**src/rtl/idu_dec_queue.sv**
```systemverilog
// rtl/idu_dec_queue.sv - in-order decoded-instruction queue with long-instruction ID allocation.
// Optional same-cycle empty-queue bypass: define IDU_DEC_QUEUE_BYPASS_EN.
module idu_dec_queue #(
  parameter int PAYLOAD_W    = 160,
  parameter int DEPTH        = 4,
  parameter int NUM_LONG_IDS = 4,
  localparam int ID_W        = $clog2(NUM_LONG_IDS),
  localparam int CNT_W       = $clog2(DEPTH + 1)
) (
  input  logic                    clk,
  input  logic                    rst,
  input  logic                    in_valid_i,
  output logic                    in_ready_o,
  input  logic [PAYLOAD_W-1:0]    in_payload_i,
  input  logic                    in_is_long_i,
  input  logic                    flush_i,
  output logic                    out_valid_o,
  input  logic                    out_ready_i,
  output logic [PAYLOAD_W-1:0]    out_payload_o,
  output logic                    out_is_long_o,
  output logic [ID_W-1:0]         out_long_id_o,
  input  logic                    commit_valid_i,
  input  logic [ID_W-1:0]         commit_id_i,
  output logic [CNT_W-1:0]        count_o,
  output logic [NUM_LONG_IDS-1:0] ids_busy_o
);

  localparam int PTR_W = $clog2(DEPTH);

  logic [PAYLOAD_W-1:0]    pay_mem_q [DEPTH];
  logic [DEPTH-1:0]        long_mem_q;

  logic [PTR_W-1:0]        wr_ptr_q, wr_ptr_d;
  logic [PTR_W-1:0]        rd_ptr_q, rd_ptr_d;
  logic [CNT_W-1:0]        count_q, count_d;
  logic [NUM_LONG_IDS-1:0] ids_busy_q, ids_busy_d;

  logic                    queue_empty;
  logic                    queue_full;
  logic [PAYLOAD_W-1:0]    head_payload;
  logic                    head_is_long;
  logic [PAYLOAD_W-1:0]    sel_payload;
  logic                    sel_is_long;
  logic                    sel_present;
  logic                    bypass;
  logic                    free_any;
  logic [ID_W-1:0]         free_id;
  logic                    head_ok;
  logic                    enq;
  logic                    deq;
  logic                    pop;

  assign queue_empty = (count_q == '0);
  assign queue_full  = (count_q == CNT_W'(DEPTH));

  assign head_payload = queue_empty ? '0 : pay_mem_q[rd_ptr_q];
  assign head_is_long = ~queue_empty & long_mem_q[rd_ptr_q];

  // Lowest-index free long ID.
  always_comb begin
    free_id  = '0;
    free_any = 1'b0;
    for (int i = NUM_LONG_IDS - 1; i >= 0; i--) begin
      if (!ids_busy_q[i]) begin
        free_id  = ID_W'(i);
        free_any = 1'b1;
      end
    end
  end

`ifdef IDU_DEC_QUEUE_BYPASS_EN
  assign bypass = queue_empty & in_valid_i & ~flush_i;
`else
  assign bypass = 1'b0;
`endif

  always_comb begin
    sel_payload = head_payload;
    sel_is_long = head_is_long;
    sel_present = ~queue_empty;
`ifdef IDU_DEC_QUEUE_BYPASS_EN
    if (bypass) begin
      sel_payload = in_payload_i;
      sel_is_long = in_is_long_i;
      sel_present = 1'b1;
    end
`endif
  end

  assign head_ok       = ~sel_is_long | free_any;
  assign out_valid_o   = sel_present & head_ok;
  assign out_payload_o = sel_payload;
  assign out_is_long_o = sel_is_long;
  assign out_long_id_o = (sel_is_long & free_any) ? free_id : '0;

  assign in_ready_o = ~queue_full;
  assign deq        = out_valid_o & out_ready_i;
  // A bypassed entry that dispatches immediately never occupies a slot.
  assign enq        = in_valid_i & in_ready_o & ~flush_i & ~(bypass & deq);
  assign pop        = deq & ~bypass;

  always_comb begin
    wr_ptr_d   = wr_ptr_q;
    rd_ptr_d   = rd_ptr_q;
    count_d    = count_q;
    ids_busy_d = ids_busy_q;
    if (flush_i) begin
      wr_ptr_d = '0;
      rd_ptr_d = '0;
      count_d  = '0;
    end else begin
      if (enq) begin
        wr_ptr_d = wr_ptr_q + 1'b1;
      end
      if (pop) begin
        rd_ptr_d = rd_ptr_q + 1'b1;
      end
      case ({enq, pop})
        2'b10:   count_d = count_q + 1'b1;
        2'b01:   count_d = count_q - 1'b1;
        default: count_d = count_q;
      endcase
    end
    // Release before allocate: an allocated ID was clear this cycle, so a
    // commit naming it is a no-op and the allocation must win.
    if (commit_valid_i) begin
      ids_busy_d[commit_id_i] = 1'b0;
    end
    if (deq & sel_is_long) begin
      ids_busy_d[out_long_id_o] = 1'b1;
    end
  end

  always_ff @(posedge clk) begin
    if (rst) begin
      wr_ptr_q   <= '0;
      rd_ptr_q   <= '0;
      count_q    <= '0;
      ids_busy_q <= '0;
    end else begin
      wr_ptr_q   <= wr_ptr_d;
      rd_ptr_q   <= rd_ptr_d;
      count_q    <= count_d;
      ids_busy_q <= ids_busy_d;
    end
  end

  always_ff @(posedge clk) begin
    if (!rst && enq) begin
      pay_mem_q[wr_ptr_q]  <= in_payload_i;
      long_mem_q[wr_ptr_q] <= in_is_long_i;
    end
  end

  assign count_o    = count_q;
  assign ids_busy_o = ids_busy_q;

endmodule

```
**config.mk**
```make
export PLATFORM = sky130hd
export DESIGN_NAME = idu_dec_queue
export DESIGN_NICKNAME = d
export VERILOG_FILES = /design/src/rtl/idu_dec_queue.sv
export SDC_FILE = /design/constraint.sdc
export NUM_CORES = 1
export LEC_CHECK = 0
export CAP_MARGIN = 5
export CORE_MARGIN = 8
export CORE_UTILIZATION = 45
export CTS_BUF_LIST = sky130_fd_sc_hd__clkbuf_8
export DETAILED_ROUTE_END_ITERATION = 8
export PLACE_DENSITY = 0.71
export SYNTH_ARGS = -nofsm -noshare
export SYNTH_HDL_FRONTEND = slang
export SYNTH_SLANG_ARGS = --single-unit
```
**constraint.sdc**
```tcl
create_clock -name clk -period 5.15 [get_ports clk]
set_clock_uncertainty 0.2 [all_clocks]
set_input_delay 0.7725 -clock clk [delete_from_list [all_inputs] [get_ports clk]]
set_output_delay 0.7725 -clock clk [all_outputs]
set_load 0.005 [all_outputs]
```
==> impl_metrics.env <==
export IMPL_ys_types=34
export IMPL_met3WireLength_um=4330
export IMPL_min_from="ids_busy_o[3]"
export IMPL_rrSetupSlack_ns=2.15
export IMPL_numCtsBuffers=103
export IMPL_clock_latency_ns=0.65
export IMPL_layoutNonFillerInstCount=2366
export IMPL_ys_seq_elements=657
export IMPL_hpwl_um=33400
export IMPL_placedCellCount=2179
export IMPL_place_gp_congestion=0.757
export IMPL_fmax_mhz=242
export IMPL_syn_avg_cell_area_um2=22.5
export IMPL_core_area_um2=55100
export IMPL_seqCellArea_um2=19600
export IMPL_path_buf_inv=2
export IMPL_critical_path_class="flip-flop to output port"
export IMPL_clock_path_buffers=3
export IMPL_cts_resized=0
export IMPL_syn2layout_area_growth_pct=25.4
export IMPL_cp_slowest_stage_delay_ns=0.80
export IMPL_maxSlewViolCount=0
export IMPL_worstPathRequired_ns=4.18
export IMPL_status="completed"
export IMPL_relSlewSlack_pct=37.5
export IMPL_cts_setup_buffers=0
export IMPL_rr_worst_depth=9
export IMPL_cts_root_buf="clkbuf_8"
export IMPL_ys_top_cells_by_count="644 x edfxtp_1, 161 x mux4_2, 160 x and2_1"
export IMPL_synth_area_leaders="edfxtp_1 77%, mux4_2 14%, and2_1 4.0%, dfxtp_1 1.0%, buf_6 0.54%"
export IMPL_grt_use_total_pct=16.8
export IMPL_wl_met1_um=22700
export IMPL_cp_start_kind="flip-flop"
export IMPL_rr_startpoint="rd_ptr_q[0]"
export IMPL_max_cap_violations=0
export IMPL_cts_tree="yes"
export IMPL_critical_path_top_delay_family="simple AND/OR/NAND/NOR gates"
export IMPL_final_hold_violation_count=0
export IMPL_whs_path_depth=2
export IMPL_synthesis_area_um2=25000
export IMPL_vias=12318
export IMPL_start_util_pct=45.4
export IMPL_htree_levels=3
export IMPL_yosysMostFrequentCell="edfxtp_1"
export IMPL_overflow=0
export IMPL_layout_min_cycle_time_ns=4.14
export IMPL_power_leakage_nw=9.88
export IMPL_yosysWarnings=0
export IMPL_hold_buffers=0
export IMPL_worst_path_max_delay_cell="or3_4"
export IMPL_rr_endpoint="count_o[2]"
export IMPL_port_buffers=340
export IMPL_top_layer="met5"
export IMPL_cts_clk_slew_worst_paths_ns=0.06
export IMPL_first_pass_iters=5
export IMPL_ys_seq_area_share_pct=78.3
export IMPL_path_cells="or3_4, buf_12, and2_1, clkdlybuf4s50_1"
export IMPL_drt_total_wl_um=53800
export IMPL_synth_main_ff_cell="edfxtp_1"
export IMPL_grt_max_degree=96
export IMPL_ant_nets=0
export IMPL_nFillCells=4194
export IMPL_routed_wl_met2_um=25700
export IMPL_worstSetupEndpointType="output port"
export IMPL_ir_worst_vdd_mv=0.191
export IMPL_synthArstFlopShare_pct=0
export IMPL_synth_top_area_share_pct=77.2
export IMPL_post_route_period_util_pct=80.3
export IMPL_dieArea_um2=63400
export IMPL_vias_per_cell=5.21
export IMPL_wl_per_cell_um=22.8
export IMPL_io_pins=341
export IMPL_yosys_area_top_type="edfxtp_1"
export IMPL_first_iter_violations=725
export IMPL_syn_num_nets=1287
export IMPL_hold_path_end="ids_busy_o[3]"
export IMPL_crit_fanout=85
export IMPL_drive_gt1_share_pct=20.4
export IMPL_synth_edf_count=644
export IMPL_arrival_ns=3.16
export IMPL_fin_setup_tns_ns=0
export IMPL_fp_dieW_um=252
export IMPL_pwr_density_cell_nw_per_um2=329
export IMPL_antenna_found_initial=13
export IMPL_grt_pass1_vias=13397
export IMPL_worst_pin_slew_ns=0.938
export IMPL_cts_sinks=657
export IMPL_rsz0062_at_grt="no"
export IMPL_fp_dieH_um=252
export IMPL_num_nets_final=1711
export IMPL_multi_input_area_um2=5110
export IMPL_grt_pass1_wl_um=81500
export IMPL_setup_viol=0
export IMPL_rows=86
export IMPL_hold_path_class="flip-flop to flip-flop"
export IMPL_drc=0
export IMPL_post_synth_inst_count=1112
per-layer routing:
| layer | vias up | GRT usage (%) |
|---|---|---|
| met1 | 6346 | 22.2 |
| met5 | - | 0 |
| li1 | 5427 | - |
| met3 | 86 | 5.67 |
| met2 | 439 | 26.3 |
| met4 | 20 | 5.17 |
power by group:
group	total, W	switching, W	internal (W)
Combinational	0.000498	0.000211	0.000287
Clock	0.00390	0.00195	0.00195
Sequential	0.00594	0.0000158	0.00593
cell type report:
cell class | instances | area share, %
Antenna cell | 2 | 0.0159
Clock buffer | 105 | 4.60
Clock inverter | 80 | 1.20
Inverter | 8 | 0.0957
Multi-Input combinational cell | 391 | 16.3
Sequential cell | 657 | 62.5
Tap cell | 748 | 2.98
Timing Repair Buffer | 375 | 12.4
per-stage QoR:
| step | power [W] | hold slack (ns) | cell area [µm²] | worst slack, ns | utilization [%] |
|---|---|---|---|---|---|
| 6_report | 0.0103 | 0.332 | 31400 | 1.01 | 57.0 |
| 3_5_place_dp | 0.00656 | 0.315 | 29600 | 1.63 | 53.7 |
| 4_1_cts | 0.0105 | 0.334 | 31400 | 0.879 | 57.0 |
| 3_3_place_gp | 0.00654 | 0.306 | 29600 | 1.68 | 53.7 |
| 2_1_floorplan | 0.00622 | 0.264 | 25000 | 1.36 | - |
| 5_1_grt | 0.0107 | 0.360 | 31400 | 0.774 | 57.0 |
worst max-delay path by stage:
stage | start | to | slack [ns] | cells past startpoint
2_1_floorplan | rst | long_mem_q[0] | 1.36 | 3
5_1_grt | count_o[0] | out_long_id_o[0] | 0.77 | 4
3_3_place_gp | count_o[0] | out_payload_o[87] | 1.68 | 4
6_report | count_o[0] | out_payload_o[121] | 1.01 | 4
4_1_cts | count_o[0] | out_payload_o[130] | 0.88 | 4
3_5_place_dp | rst | pay_mem_q[2][40] | 1.63 | 4
layout by cell type, fill, tap and decap left out, drive strengths merged, types with 3 or more instances in the layout:
| cell type | count |
|---|---|
| edfxtp | 644 |
| clkdlybuf4s50 | 340 |
| and2 | 162 |
| mux4 | 161 |
| clkbuf | 105 |
| clkinv | 47 |
| inv | 38 |
| buf | 35 |
| dfxtp | 13 |
| nand2 | 8 |
| nor2 | 7 |
| a21oi | 6 |
| o21ai | 5 |
| ha | 5 |
| and3 | 4 |
| nand3 | 4 |
| or3 | 4 |
| nor3 | 3 |
| o211ai | 3 |
flip-flops by register name, summed over array words and instances, names as in the netlist, named ones only:
signal and cells:
count_o 3, ids_busy_o 4, long_mem_q 4, pay_mem_q 640
rd_ptr_q 2, wr_ptr_q 2
cell families (layout without fill, tap and decap cells):
kind of cell	after synthesis	in the layout	synth area share, %
flip-flops	657	657	78.3
AND/OR/NAND/NOR	203	203	4.95
multiplexers	162	162	14.5
buffers and inverters	64	568	1.42
AO/OA/AOI/OAI	18	18	0.435
adder cells (fa/ha/maj)	6	6	0.330
XOR/XNOR	2	2	0.0700
other	0	2	0
tightest hold or removal path: stages (launching register included):
cell,delay [ns]
dfxtp_1,0.35
nand2_1,0.07
a21oi_1,0.06
(Power assumes the default switching activity.)
